[config.mk]
export PLATFORM = sky130hd
export DESIGN_NAME = flexbex_csr_cmd_initiator
export DESIGN_NICKNAME = d
export VERILOG_FILES = /design/src/rtl/flexbex_csr_cmd_initiator.sv
export SDC_FILE = /design/constraint.sdc
export NUM_CORES = 1
export LEC_CHECK = 0
export CAP_MARGIN = 40
export CORE_MARGIN = 4
export CORE_UTILIZATION = 35
export CTS_CLUSTER_DIAMETER = 150
export DETAILED_ROUTE_END_ITERATION = 7
export DONT_BUFFER_PORTS = 1
export GPL_ROUTABILITY_DRIVEN = 1
export PLACE_DENSITY_LB_ADDON = 0.15
export SLEW_MARGIN = 25
export SYNTH_ARGS = -nofsm -noshare
export SYNTH_HDL_FRONTEND = slang
export SYNTH_SLANG_ARGS = --single-unit
export TNS_END_PERCENT = 1
[constraint.sdc]
create_clock -name clk -period 3.9 [get_ports clk]
set_input_delay 0.585 -clock clk [delete_from_list [all_inputs] [get_ports clk]]
set_output_delay 0.585 -clock clk [all_outputs]
set_load 0.005 [all_outputs]
[src/rtl/flexbex_csr_cmd_initiator.sv]
// Initiator-side sequencer for the flexbex CSR access port. It takes one CSR command, waits for
// the core to release the port, issues a single access cycle and returns the old CSR value.
module flexbex_csr_cmd_initiator #(
    parameter int unsigned TIMEOUT_CYCLES = 64
) (
    input  logic        clk,
    input  logic        rst,
    input  logic        req_valid_i,
    output logic        req_ready_o,
    input  logic [11:0] req_addr_i,
    input  logic [31:0] req_wdata_i,
    input  logic [1:0]  req_op_i,
    output logic        rsp_valid_o,
    input  logic        rsp_ready_i,
    output logic [31:0] rsp_rdata_o,
    output logic        rsp_err_o,
    input  logic        core_busy_i,
    output logic        busy_o,
    output logic        csr_access_o,
    output logic [11:0] csr_addr_o,
    output logic [31:0] csr_wdata_o,
    output logic [1:0]  csr_op_o,
    input  logic [31:0] csr_rdata_i,
    output logic [7:0]  err_cnt_o
);

    // Both channels use strict valid/ready: a transfer happens on a rising edge where valid
    // and ready are both high; once raised, valid and its payload hold until that edge.

    typedef enum logic [1:0] {
        IDLE  = 2'd0,
        WAIT  = 2'd1,
        ISSUE = 2'd2,
        RESP  = 2'd3
    } state_e;

    localparam logic [7:0] TO_LAST = 8'(TIMEOUT_CYCLES - 1);

    state_e      state_q;
    logic [11:0] addr_q;
    logic [31:0] wdata_q;
    logic [1:0]  op_q;
    logic [7:0]  cnt_q;
    logic [31:0] rdata_q;
    logic        err_q;
    logic [7:0]  err_cnt_q;

    logic        ro_viol;
    logic        issue_live;
    logic [7:0]  err_cnt_d;

    // Any modifying op aimed at addr[11:10]==2'b11 is demoted to a plain read.
    assign ro_viol    = (addr_q[11:10] == 2'b11) && (op_q != 2'd0);
    assign issue_live = (state_q == ISSUE) && !rst;
    assign err_cnt_d  = (err_cnt_q == 8'hFF) ? err_cnt_q : err_cnt_q + 8'd1;

    always_ff @(posedge clk) begin
        if (rst) begin
            state_q   <= IDLE;
            addr_q    <= '0;
            wdata_q   <= '0;
            op_q      <= '0;
            cnt_q     <= '0;
            rdata_q   <= '0;
            err_q     <= 1'b0;
            err_cnt_q <= '0;
        end else begin
            case (state_q)
                IDLE: begin
                    if (req_valid_i) begin
                        addr_q  <= req_addr_i;
                        wdata_q <= req_wdata_i;
                        op_q    <= req_op_i;
                        cnt_q   <= '0;
                        state_q <= WAIT;
                    end
                end
                WAIT: begin
                    // A released port wins over an expiring timeout in the same cycle.
                    if (!core_busy_i) begin
                        state_q <= ISSUE;
                    end else if (cnt_q == TO_LAST) begin
                        rdata_q   <= '0;
                        err_q     <= 1'b1;
                        err_cnt_q <= err_cnt_d;
                        state_q   <= RESP;
                    end else begin
                        cnt_q <= cnt_q + 8'd1;
                    end
                end
                ISSUE: begin
                    rdata_q <= csr_rdata_i;
                    err_q   <= ro_viol;
                    if (ro_viol) begin
                        err_cnt_q <= err_cnt_d;
                    end
                    state_q <= RESP;
                end
                RESP: begin
                    if (rsp_ready_i) begin
                        state_q <= IDLE;
                    end
                end
                default: state_q <= IDLE;
            endcase
        end
    end

    // Access and op are gated by rst directly so a reset landing in ISSUE cannot write.
    assign req_ready_o  = (state_q == IDLE) && !rst;
    assign rsp_valid_o  = (state_q == RESP);
    assign busy_o       = (state_q != IDLE);
    assign rsp_rdata_o  = rdata_q;
    assign rsp_err_o    = err_q;
    assign err_cnt_o    = err_cnt_q;
    assign csr_access_o = issue_live;
    assign csr_op_o     = (issue_live && !ro_viol) ? op_q : 2'd0;
    assign csr_addr_o   = (state_q == ISSUE) ? addr_q : 12'd0;
    assign csr_wdata_o  = (state_q == ISSUE) ? wdata_q : 32'd0;

endmodule

==> impl_metrics.py <==
metrics = {
    "run_status": {
        "outcome": "completed",
    },
    "finish": {
        "regArea_sq_um": 1940,
        "nets": 591,
        "multi_input_area_sq_um": 1950,
        "utilization_pct": 39.1,
        "layout_common_cells": "nand2_1, dfxtp_1, a21oi_1, and2_1, nand3_1",
        "final_common_cell": "nand2_1",
        "n_fill_cell": 1239,
        "areaGrowthSynthToFinish_pct": 9.59,
        "num_antenna_cells": 0,
        "drive_above_1_share_pct": 5.33,
    },
    "timing": {
        "maxSlewViolCount": 0,
        "fin_crit_ps": 2330,
        "fmax_mhz": 430,
        "worstMarginPinSlew_ps": 496,
        "setup_viol": 0,
        "rsz0062_at_grt": "false",
        "fin_crit_sh_pct": 59.7,
        "finalClockSkew_ps": 4.78,
        "max_slew_margin_pct": 66.8,
        "hold_viol": 0,
        "setup_tns_ps": 0,
    },
    "synthesis": {
        "syn_nets": 610,
        "syn_area_sq_um": 4060,
        "ys_ff_latch": 97,
        "ys_seq_area_share_pct": 47.9,
        "ys_warn_count": 0,
        "synthArstFlopShare_pct": 0,
        "synth_edf_count": 0,
        "synth_flop_cell": "dfxtp_1",
        "synthCells": 521,
        "synth_cell_types": 35,
        "avgSynthCellArea_sq_um": 7.79,
    },
    "floorplan": {
        "die_w_microns": 116,
        "num_rows": 39,
        "initial_utilization_pct": 35.7,
        "io_pins": 174,
        "fp.dieH_microns": 116,
        "core-area_sq_um": 11400,
        "dieArea_sq_um": 13400,
    },
    "global_routing": {
        "grt_overflow": 0,
        "grt_pass1_vias": 3208,
        "grt_pass1_wl_microns": 16000,
        "antenna_found_initial": 0,
        "grt_use_total_pct": 15.2,
        "grt_max_degree": 96,
    },
    "critical_path": {
        "timing.rr.end": "err_cnt_o[5]",
        "critPathMaxStageDelay_ps": 340,
        "reg2reg_depth": 7,
        "crit_path_start_kind": "register",
        "cpMaxStageDelayCell": "dfxtp_1",
        "required_ps": 3310,
        "critPathKind": "reg -> out",
        "r2r_start": "state_q[0]",
        "end_kind": "primary output",
        "path_max_fanout": 42,
        "r2r_slack_ps": 1620,
        "crit_start": "state_q[0]",
        "path_cells": "inv_1 -> ha_2 -> buf_12 -> buf_4 -> and2_1",
        "critPathArrivalTime_ps": 1740,
    },
    "placement": {
        "port_buffers": 0,
        "dpl.hpwl_microns": 7330,
        "place_congestion": 0.713,
    },
    "clock_network": {
        "cts-root-buf": "clkbuf_16",
        "clk_path_buf_depth": 2,
        "hold_buffers": 0,
        "post-cts-setup-buffers": 0,
        "clkSlewWorstSetupHoldPaths_ps": 60,
        "cts_resized": 0,
        "clkSinkCount": 97,
        "cts_tree": "done",
        "clkLatencyLatePin_ps": 340,
        "htree_levels": 3,
        "cts_made_buffers": 9,
    },
    "power_and_ir_drop": {
        "power_density_nw_per_um2": 615,
        "leakage_nw": 1.53,
        "irDropWorstVdd_mv": 0.326,
    },
    "route": {
        "drt-pass1-iter-count": 4,
        "wl_per_cell_microns": 16.2,
        "vias": 3306,
        "ant_nets": 0,
        "drcViolationCount": 0,
        "vias_per_cell": 5.09,
        "drtIter0Drc": 171,
        "wirelength_microns": 10500,
    },
    "hold_path": {
        "min_from": "rst",
        "hold_end": "addr_q[1]",
        "hp-class": "in -> reg",
        "hold_depth": 1,
    },
    "job": {
        "maxCapViolations": 0,
    },
}
-- flip-flops by register name, summed over array words and instances, names as in the netlist --
signal       flops
addr_q          12
wdata_q         32
cnt_q            8
err_cnt_o        8
state_q          2
rsp_rdata_o     32
op_q             2
rsp_err_o        1
-- worst max path at each step --
stage | end | slack [ps] | cells past startpoint
2_1_floorplan | err_cnt_o[5] | 1910 | 6
3_3_place_gp | err_cnt_o[5] | 1470 | 7
3_5_place_dp | err_cnt_o[5] | 1380 | 7
4_1_cts | csr_addr_o[8] | 1140 | 4
5_1_grt | csr_wdata_o[15] | 1400 | 5
6_report | csr_addr_o[8] | 1570 | 5
-- worst max-delay path: cells and delay by family, from the launching register on --
family                   cells  cell delay [ps]
AND/OR/NAND/NOR              1              200
buffers and inverters        3              610
adder cells (fa/ha/maj)      1              230
flip-flops                   1              340
-- layer usage --
layer	global-route usage [%]	share of wire (%)
met4	7.42	2.4
met3	5.64	8.0
met1	17.9	41
met5	0	0
met2	24.6	49
-- cells by family after synthesis --
group,after synthesis,share of synthesized area [%]
DFF,97,47.9
adders and majority gates,6,1.85
xor gates and xnor gates,11,2.38
muxes,1,0.247
buffers and inverters,43,4.10
and+or+nand+nor,258,29.4
AOI/OAI and AO/OA,105,14.2
-- report_power, final --
group | internal, W | switching (W) | leakage, nW
clock network | 0.000465 | 0.000358 | 0.139
logic | 0.000223 | 0.000501 | 0.598
registers | 0.00111 | 0.0000743 | 0.789
-- final cells by class --
| class | instances | area share [%] |
|---|---|---|
| well taps | 143 | 4.02 |
| clock inverters | 3 | 0.338 |
| multi-input cells | 381 | 43.9 |
| repair buffers | 6 | 1.58 |
| clock buffers | 13 | 5.85 |
| inverters | 7 | 0.591 |
| flip-flops and latches | 97 | 43.7 |
-- synthesized netlist by cell type, types with 2 or more instances --
cell type,count,area [sq um]
inv_1,7,26.3
or3_1,2,12.5
a21oi_1,89,445
ha_1,6,75.1
buf_2,4,20.0
nor3_1,2,10.0
nand2_1,135,507
nor2_1,16,60.1
o21ai_0,6,30.0
xnor2_1,7,61.3
and2_1,48,300
buf_1,5,18.8
clkbuf_1,27,101
nor3b_1,2,15.0
nand2b_1,3,18.8
nand3_1,42,210
nand4_1,3,18.8
dfxtp_1,97,1940
xor2_1,4,35.0
-- stage by stage --
| step | cell area [sq um] | total power [W] | hold WS, ps | setup slack [ps] | cells |
|---|---|---|---|---|---|
| finish | 4450 | 0.00274 | 321 | 1570 | 650 |
| floorplan | 4060 | 0.00176 | 432 | 1910 | 521 |
| global route | 4450 | 0.00294 | 299 | 1400 | 650 |
| global placement | 4130 | 0.00190 | 431 | 1470 | 632 |
| detailed placement | 4150 | 0.00194 | 437 | 1380 | 633 |
| CTS | 4430 | 0.00277 | 300 | 1140 | 649 |
Note: power is estimated with default switching activity, not from simulation.
